===== config.mk =====
export PLATFORM = sky130hd
export DESIGN_NAME = conv2d_stream_engine
export DESIGN_NICKNAME = d
export VERILOG_FILES = /design/src/rtl/conv2d_stream_engine.sv
export SDC_FILE = /design/constraint.sdc
export NUM_CORES = 2
export LEC_CHECK = 0
export ABC_AREA = 1
export CAP_MARGIN = 20
export CORE_MARGIN = 5
export CORE_UTILIZATION = 50
export CTS_CLUSTER_SIZE = 12
export DETAILED_ROUTE_END_ITERATION = 8
export GPL_ROUTABILITY_DRIVEN = 0
export GPL_TIMING_DRIVEN = 0
export PLACE_DENSITY = 0.66
export SKIP_CTS_REPAIR_TIMING = 1
export SYNTH_ARGS = -nofsm -noshare
export SYNTH_HDL_FRONTEND = slang
export SYNTH_SLANG_ARGS = --single-unit

===== constraint.sdc =====
create_clock -name clock -period 10.5 [get_ports clock]
set_input_delay 2.1 -clock clock [delete_from_list [all_inputs] [get_ports clock]]
set_output_delay 2.1 -clock clock [all_outputs]
set_load 0.01 [all_outputs]

===== src/rtl/conv2d_stream_engine.sv =====
// Streaming KxK convolution: line-buffered sliding window, pipelined multiply/adder tree, bias, ReLU, saturation.
// Latency 2+clog2(K*K) cycles from the window-completing pixel; no backpressure, pixels outside RUN are dropped.
module conv2d_stream_engine #(
    parameter int DATA_WIDTH = 8,
    parameter int FILTER_W   = 3,
    parameter int IMG_W      = 11,
    parameter int IMG_H      = 11,
    parameter int OUT_WIDTH  = 16
) (
    input  logic                  clock,
    input  logic                  reset,
    input  logic                  filter_load,
    input  logic                  filter_valid,
    input  logic [DATA_WIDTH-1:0] filter_in,
    input  logic                  relu_en,
    input  logic                  data_valid,
    input  logic [DATA_WIDTH-1:0] data_in,
    output logic                  ready,
    output logic [OUT_WIDTH-1:0]  result,
    output logic                  result_valid,
    output logic                  result_last
);

    localparam int K         = FILTER_W;
    localparam int KK        = K * K;
    localparam int LVL       = $clog2(KK);
    localparam int NPAD      = 1 << LVL;
    localparam int PW        = 2 * DATA_WIDTH;
    localparam int ACC_WIDTH = 2 * DATA_WIDTH + $clog2(KK) + 1;
    localparam int PIPE_LAT  = 2 + LVL;
    localparam int CW        = $clog2(KK + 1);
    localparam int IW        = $clog2(KK);
    localparam int COLW      = $clog2(IMG_W);
    localparam int ROWW      = $clog2(IMG_H);

    localparam logic [CW-1:0]   BIAS_IDX = CW'(KK);
    localparam logic [COLW-1:0] COL_MAX  = COLW'(IMG_W - 1);
    localparam logic [ROWW-1:0] ROW_MAX  = ROWW'(IMG_H - 1);
    localparam logic [COLW-1:0] COL_WIN  = COLW'(K - 1);
    localparam logic [ROWW-1:0] ROW_WIN  = ROWW'(K - 1);

    typedef enum logic {ST_LOAD, ST_RUN} state_t;

    state_t                        state, state_next;
    logic [CW-1:0]                 count, count_next;
    logic                          coef_we;
    logic [CW-1:0]                 coef_idx;
    logic                          flush;

    logic signed [DATA_WIDTH-1:0]  coef [0:KK-1];
    logic signed [DATA_WIDTH-1:0]  bias;

    logic [COLW-1:0]               col;
    logic [ROWW-1:0]               row;
    logic                          accept;
    logic                          win_ok;
    logic                          frame_last;

    logic signed [DATA_WIDTH-1:0]  lbuf    [0:K-2][0:IMG_W-1];
    logic signed [DATA_WIDTH-1:0]  col_new [0:K-1];
    logic signed [DATA_WIDTH-1:0]  win      [0:K-1][0:K-1];
    logic signed [DATA_WIDTH-1:0]  win_next [0:K-1][0:K-1];
    logic signed [PW-1:0]          prod [0:NPAD-1];
    logic signed [ACC_WIDTH-1:0]   tree [0:LVL][0:NPAD-1];

    logic [PIPE_LAT-1:0]           vld_pipe;
    logic [PIPE_LAT-1:0]           last_pipe;
    logic signed [ACC_WIDTH-1:0]   acc;
    logic signed [ACC_WIDTH-1:0]   acc_rect;
    logic signed [OUT_WIDTH-1:0]   sat;

    // ---------------------------------------------------------------- control FSM
    always_ff @(posedge clock) begin
        if (reset) begin
            state <= ST_LOAD;
            count <= '0;
        end else begin
            state <= state_next;
            count <= count_next;
        end
    end

    always_comb begin
        state_next = state;
        count_next = count;
        coef_we    = 1'b0;
        coef_idx   = count;
        flush      = 1'b0;
        case (state)
            ST_LOAD: begin
                if (filter_load) begin
                    flush      = 1'b1;
                    coef_idx   = '0;
                    count_next = '0;
                    if (filter_valid) begin
                        coef_we    = 1'b1;
                        count_next = CW'(1);
                    end
                end else if (filter_valid) begin
                    coef_we    = 1'b1;
                    count_next = count + 1'b1;
                    if (count == BIAS_IDX) begin
                        state_next = ST_RUN;
                        count_next = '0;
                    end
                end
            end
            ST_RUN: begin
                if (filter_load) begin
                    state_next = ST_LOAD;
                    count_next = '0;
                    flush      = 1'b1;
                end
            end
            default: state_next = ST_LOAD;
        endcase
    end

    assign ready = (state == ST_RUN);

    always_ff @(posedge clock) begin
        if (reset) begin
            for (int i = 0; i < KK; i++) coef[i] <= '0;
            bias <= '0;
        end else if (coef_we) begin
            if (coef_idx == BIAS_IDX) bias <= filter_in;
            else                      coef[coef_idx[IW-1:0]] <= filter_in;
        end
    end

    // ---------------------------------------------------------------- raster position
    // A pixel arriving together with filter_load is dropped so the counters restart cleanly.
    assign accept     = ready && data_valid && !filter_load;
    assign win_ok     = accept && (row >= ROW_WIN) && (col >= COL_WIN);
    assign frame_last = (row == ROW_MAX) && (col == COL_MAX);

    always_ff @(posedge clock) begin
        if (reset || flush) begin
            col <= '0;
            row <= '0;
        end else if (accept) begin
            if (col == COL_MAX) begin
                col <= '0;
                row <= (row == ROW_MAX) ? '0 : row + 1'b1;
            end else begin
                col <= col + 1'b1;
            end
        end
    end

    // ---------------------------------------------------------------- line buffers and window
    // Buffers are addressed by column, so each slot holds the pixel one row above the incoming one.
    always_ff @(posedge clock) begin
        if (accept) begin
            lbuf[0][col] <= data_in;
            for (int j = 1; j < K - 1; j++) lbuf[j][col] <= lbuf[j-1][col];
        end
    end

    always_comb begin
        col_new[K-1] = data_in;
        for (int j = 0; j < K - 1; j++) col_new[K-2-j] = lbuf[j][col];
    end

    always_comb begin
        win_next = win;
        if (accept) begin
            for (int r = 0; r < K; r++) begin
                for (int c = 0; c < K - 1; c++) win_next[r][c] = win[r][c+1];
                win_next[r][K-1] = col_new[r];
            end
        end
    end

    always_ff @(posedge clock) begin
        if (reset) begin
            for (int r = 0; r < K; r++)
                for (int c = 0; c < K; c++) win[r][c] <= '0;
        end else begin
            win <= win_next;
        end
    end

    // ---------------------------------------------------------------- multiply and adder tree
    // Products come from the post-shift window so the first stage registers in the accept cycle.
    always_comb begin
        for (int i = 0; i < NPAD; i++) prod[i] = '0;
        for (int i = 0; i < KK; i++)
            prod[i] = PW'(win_next[i / K][i % K]) * PW'(coef[i]);
    end

    always_ff @(posedge clock) begin
        if (reset) begin
            for (int l = 0; l <= LVL; l++)
                for (int i = 0; i < NPAD; i++) tree[l][i] <= '0;
        end else begin
            for (int i = 0; i < NPAD; i++) tree[0][i] <= ACC_WIDTH'(prod[i]);
            for (int l = 0; l < LVL; l++) begin
                for (int i = 0; i < NPAD / 2; i++)
                    tree[l+1][i] <= tree[l][2*i] + tree[l][2*i+1];
                for (int i = NPAD / 2; i < NPAD; i++)
                    tree[l+1][i] <= '0;
            end
        end
    end

    always_ff @(posedge clock) begin
        if (reset || flush) begin
            vld_pipe  <= '0;
            last_pipe <= '0;
        end else begin
            vld_pipe  <= {vld_pipe[PIPE_LAT-2:0], win_ok};
            last_pipe <= {last_pipe[PIPE_LAT-2:0], frame_last};
        end
    end

    // ---------------------------------------------------------------- bias, ReLU, saturation
    assign acc      = tree[LVL][0] + ACC_WIDTH'(bias);
    assign acc_rect = (relu_en && acc[ACC_WIDTH-1]) ? '0 : acc;

    generate
        if (OUT_WIDTH < ACC_WIDTH) begin : g_sat
            localparam logic signed [ACC_WIDTH-1:0] SAT_MAX =
                {{(ACC_WIDTH-OUT_WIDTH+1){1'b0}}, {(OUT_WIDTH-1){1'b1}}};
            localparam logic signed [ACC_WIDTH-1:0] SAT_MIN =
                {{(ACC_WIDTH-OUT_WIDTH+1){1'b1}}, {(OUT_WIDTH-1){1'b0}}};
            always_comb begin
                if (acc_rect > SAT_MAX)      sat = SAT_MAX[OUT_WIDTH-1:0];
                else if (acc_rect < SAT_MIN) sat = SAT_MIN[OUT_WIDTH-1:0];
                else                         sat = acc_rect[OUT_WIDTH-1:0];
            end
        end else begin : g_nosat
            assign sat = OUT_WIDTH'(acc_rect);
        end
    endgenerate

    always_ff @(posedge clock) begin
        if (reset)               result <= '0;
        else if (vld_pipe[LVL])  result <= sat;
    end

    assign result_valid = vld_pipe[PIPE_LAT-1];
    assign result_last  = vld_pipe[PIPE_LAT-1] & last_pipe[PIPE_LAT-1];

endmodule


# Yosys cells after proc, flatten, opt, wreduce, memory -nomap -nowiden
# Memory sizes are Yosys's and may differ from the RTL's.
# Cells that the tools add are included.
word_totals:
  ram_bits: 1193
  elab_cells: 222
  register_bits: 121
  in_bits: 22
  mem_count: 3
  output_inout_bits: 19
classes:
  magnitude_cmp: 6
  muxes: 86
  n_reduce_logical: 12
  eq_ne: 5
  add_sub_neg: 36
  n_bitwise: 48
  mul: 9
memory_table:
  columns: ["memory", "words", "word_bits", "rd", "rd_ports_with_merged_regs", "write_ports", "line_no", "text"]
  rows:
  - ["tree", 5, 189, 5, 0, 5, "64", "logic signed [ACC_WIDTH-1:0] tree [0:LVL][0:NPAD-1];"]
  - ["lbuf", 2, 88, 2, 0, 2, "59", "logic signed [DATA_WIDTH-1:0] lbuf [0:K-2][0:IMG_W-1];"]
  - ["coef", 9, 8, 9, 0, 9, "50", "logic signed [DATA_WIDTH-1:0] coef [0:KK-1];"]
op_table:
  columns: ["cell", "n"]
  rows:
  - ["21-bit two-way mux", 46]
  - ["21-bit adder", 16]
  - ["21-bit adder, both inputs constant", 12]
  - ["8-bit by 8-bit multiplier with 16-bit output", 9]
  - ["88-bit two-way mux", 1]
  - ["21-bit adder, second input constant", 4]
  - ["72-bit two-way mux", 1]
  - ["8-bit binary-select mux with 4-bit select", 2]
  - ["8-bit two-way mux", 6]
  - ["1-bit OR", 45]
  - ["8-bit demux with 4-bit select", 1]
  - ["16-bit two-way mux", 2]
  - ["4-bit two-way mux", 8]
  - ["21-bit by 8-bit adder with 21-bit output", 1]
  - ["21-bit by 16-bit greater-than comparator with 1-bit output, second input constant", 1]
  - ["21-bit by 16-bit < comparator with 1-bit output, second input constant", 1]
  - ["1-bit two-way mux", 17]
  - ["4-bit equality test, second input constant", 4]
  - ["4-bit by 1-bit adder with 4-bit output, second input constant", 3]
  - ["4-bit by 2-bit >= comparator with 1-bit output, second input constant", 2]
  - ["4-bit one-hot mux with 2 select lines", 1]
  - ["8-bit OR reduction", 1]
  - ["1-bit logical AND", 7]
  - ["5-bit >= comparator, second input constant", 1]
  - ["9 further kinds", 10]

# Logic depth before layout (Yosys ltp)
logic_depth:
  word_depth: 9
  mapped_depth: 33
  depth_no_buf: 31

# Worst setup path before layout
# No wires, ideal clock.
synth_timing:
  kind: "input to register"
  startpoint: "input port filter_load"
  endpoint: "memory tree[0][83] (netlist bit)"
  cell_stages: 28
  required_ns: 10.387
  t_arrival_ns: 6.808
  path_slack_ns: 3.579
  setup_ns: 0.113
  path_cell_list: "inv_2 > nand3_1 > clkbuf_1 > clkbuf_1 > nand2_1 > o21ai_1 > nor2_1 > fa_1 > inv_1 > fa_1 > inv_1 > fa_1 > inv_1 > fa_1 > inv_1 > ha_1 > nand2_1 > o21ai_0 > nand3_1 > and2_1 > o21ai_0 > nand2_1 > nand2_1 > nand2_1 > nand2_1 > nand2_1 > nand2_1 > nor2_1"
synth_rtl:
  columns: ["element", "line_no", "text"]
  rows:
  - ["from (decl)", "12", "input logic filter_load,"]
  - ["to (decl)", "64", null]

==> metrics <==
outcome=complete, no violations; RSZ-0062 raised after global routing=no; DIE AREA=0.110 mm2; Leak=26.7 nW; # IOs=41; Synth area leader=fa_1; flip-flop and latch count after synthesis=729; vias per inst=5.25; global-route wire length before repair=216000 um; critical path class=in2reg; Post-Synth XOR/XNOR Area=1.28%; die outline width=332 um; Placed Cells=7489; Layout Nets=7149; vias=40100; total CTS buffers=82; Layout Skew=26.5 ps; hpwl dp=109000 um; Post-synth EDFFs=248; hold crit path type=reg2reg; TritonCTS clock tree=done; largest family of logic cells by synthesized area=adder cells; FP Rows=118; Post-Layout Cell Count=7639; Tcrit/Tclk final=84.4%; CP required=11040 ps; TritonRoute pass-1 iters=7; Max Slew Vio Count=0; ANT nets after route=0; most frequent cells in the layout=inv_1, nor2_1, nand2_1; Async SR Flop Fraction=0%; Clock Pin Slew Worst Setup and Hold Paths=50 ps; post-synthesis compound-gate area fraction=11.9%; Starting DRT DRC Count=3039; synth top area cells=fa_1, dfxtp_1, edfxtp_1; cells after synthesis=6051; GRT Overall Usage=24.7%; crit start category=input pin; PortBufs=39; Initial Util=50.2%; share of the synthesized area in the top cell type=19.5%; fraction of synthesized area in multiplexers=0.0386%; Remaining DRCs=0; final wirelength=137000 um; Die Y=332 um; most common cell after layout, fill and taps aside=inv_1; sequential share of the synthesized area=32.9%; Critical Path AT=9400 ps; Layout area overhead=9.99%; worst skew pair latency=660 ps; Slew @ Worst Pin=1230 ps; Core Region=0.103 mm2; share of cells above drive strength 1=3.39%; largest net degree at the start of global routing=16; CP Capture Type=flop; vias in the first global route=39600; Syn Nets=7004; H-tree levels=3; total grt overflow=0; Synth Area in Simple Gates=13.6%; Cell Area, Synth=0.0519 mm2; clock sinks=729; drt wl/cell=17.9 um; syn_area_per_cell=8.57 um2; PwrDens=110 mW/mm2; initial antenna violation count=8; Fin. Hold Viols=0; CTS Root Cell=clkbuf_16; minimum clock period=8860 ps; # setup viols final=0; Netlist cell types=57; total of max-cap violations=0; peak supply drop=0.154 mV; overall power=6.27 mW; Crit Path Max Fanout=10; adder-cell share of the synthesized area=29.8%; Fmax achieved=113 MHz; YS warnings=0; setup_tns=0 ps; top_reg_cell synth=dfxtp_1; clk buf depth=3; Max-slew headroom=17.8%
[critical path, stage by stage]
cell and delay [ps]:
clkdlybuf4s50_1 580, inv_2 90, nand3_1 220, clkbuf_1 550, clkbuf_1 790, o21ai_0 620
inv_1 450, nor2_1 110, fa_1 520, inv_1 50, fa_1 490, inv_1 50
fa_1 560, fa_1 430, ha_1 360, o21ai_0 140, a21boi_0 260, nor2_1 70
nor2_1 100, nor2_1 70, o21ai_0 280, nand2_1 90, a21boi_0 210, o21ai_0 100
nand2_1 60, nor2_1 50
[final cells by class]
| cell class | instances | area [um2] |
|---|---|---|
| fill | 9404 | 46200 |
| multi-input combinational | 3880 | 29400 |
| sequential | 729 | 17100 |
| inverter | 1345 | 5050 |
| clock buffer | 115 | 2320 |
| tap | 1380 | 1730 |
| timing repair buffer | 61 | 762 |
| buffer | 97 | 400 |
| clock inverter | 29 | 324 |
| antenna | 3 | 7.51 |
[metrics by stage]
| step | setup slack (ps) | hold slack [ps] | util (%) | cell area [um2] |
|---|---|---|---|---|
| floorplan | 3580 | 388 | - | 51900 |
| global placement | 1170 | 393 | 52.3 | 54000 |
| detailed placement | 1160 | 392 | 52.6 | 54300 |
| CTS | 1830 | 396 | 55.2 | 57000 |
| global route | 1230 | 401 | 55.3 | 57000 |
| finish | 1640 | 394 | 55.3 | 57000 |
[where the power goes]
group          leakage (nW)  switching, mW  internal (mW)  total (mW)
registers              6.24         0.0321           2.97        3.00
clock network          1.29           1.18           1.63        2.80
logic                  19.2          0.320          0.147       0.467
total                  26.7           1.53           4.74        6.27
[flip-flops by register name, indices dropped and copies added, names as in the netlist]
register	flops
result	16
bias	8
count	4
lbuf	176
vld_pipe	6
row	4
coef	72
tree	360
col	4
last_pipe	6
ready	1
win	72
[synthesized netlist by cell type (all sizes together), types with 8 or more instances]
library cell,n
a211oi,8
a21boi,14
a21o,17
a21oi,477
a221oi,11
a22oi,71
a31oi,24
buf,17
clkbuf,80
clkinv,10
dfxtp,481
edfxtp,248
fa,504
ha,427
inv,1335
nand2,733
nand3,78
nand4,31
nor2,868
nor3,42
o211ai,13
o21a,54
o21ai,358
o21bai,22
or2,14
xnor2,46
xor2,30
[kinds of logic after synthesis]
group / after synthesis
and+or+nand+nor: 1780
DFF: 729
muxes: 2
xor gates and xnor gates: 76
adders and majority gates: 931
buffers and inverters: 1442
AOI/OAI and AO/OA: 1091
[per-layer routing]
layer  part of all wire [%]  up-vias  routed length, um  GRT usage (%)
met2                     45     1332              61500           39.8
met3                    7.6      286              10400           5.08
met5                 0.0095        -                 13              0
met1                     43    19100              58900           33.0
li1                       -    19400                  -              -
met4                    4.2        2               5780           9.47
[worst paths after layout]
| kind | start | end | slack [ps] | cells past startpoint |
|---|---|---|---|---|
| setup / recovery | filter_load | tree[0][35]$_SDFF_PP0_ | 1640 | 26 |
| hold / removal | tree[2][134]$_SDFF_PP0_ | tree[3][155]$_SDFF_PP0_ | 390 | 2 |
| setup reg to reg | col[0]$_SDFFE_PP0N_ | tree[0][83]$_SDFF_PP0_ | 3190 | 26 |
| hold reg to reg | tree[2][134]$_SDFF_PP0_ | tree[3][155]$_SDFF_PP0_ | 390 | 2 |
Note: power is estimated with default switching activity, not from simulation.
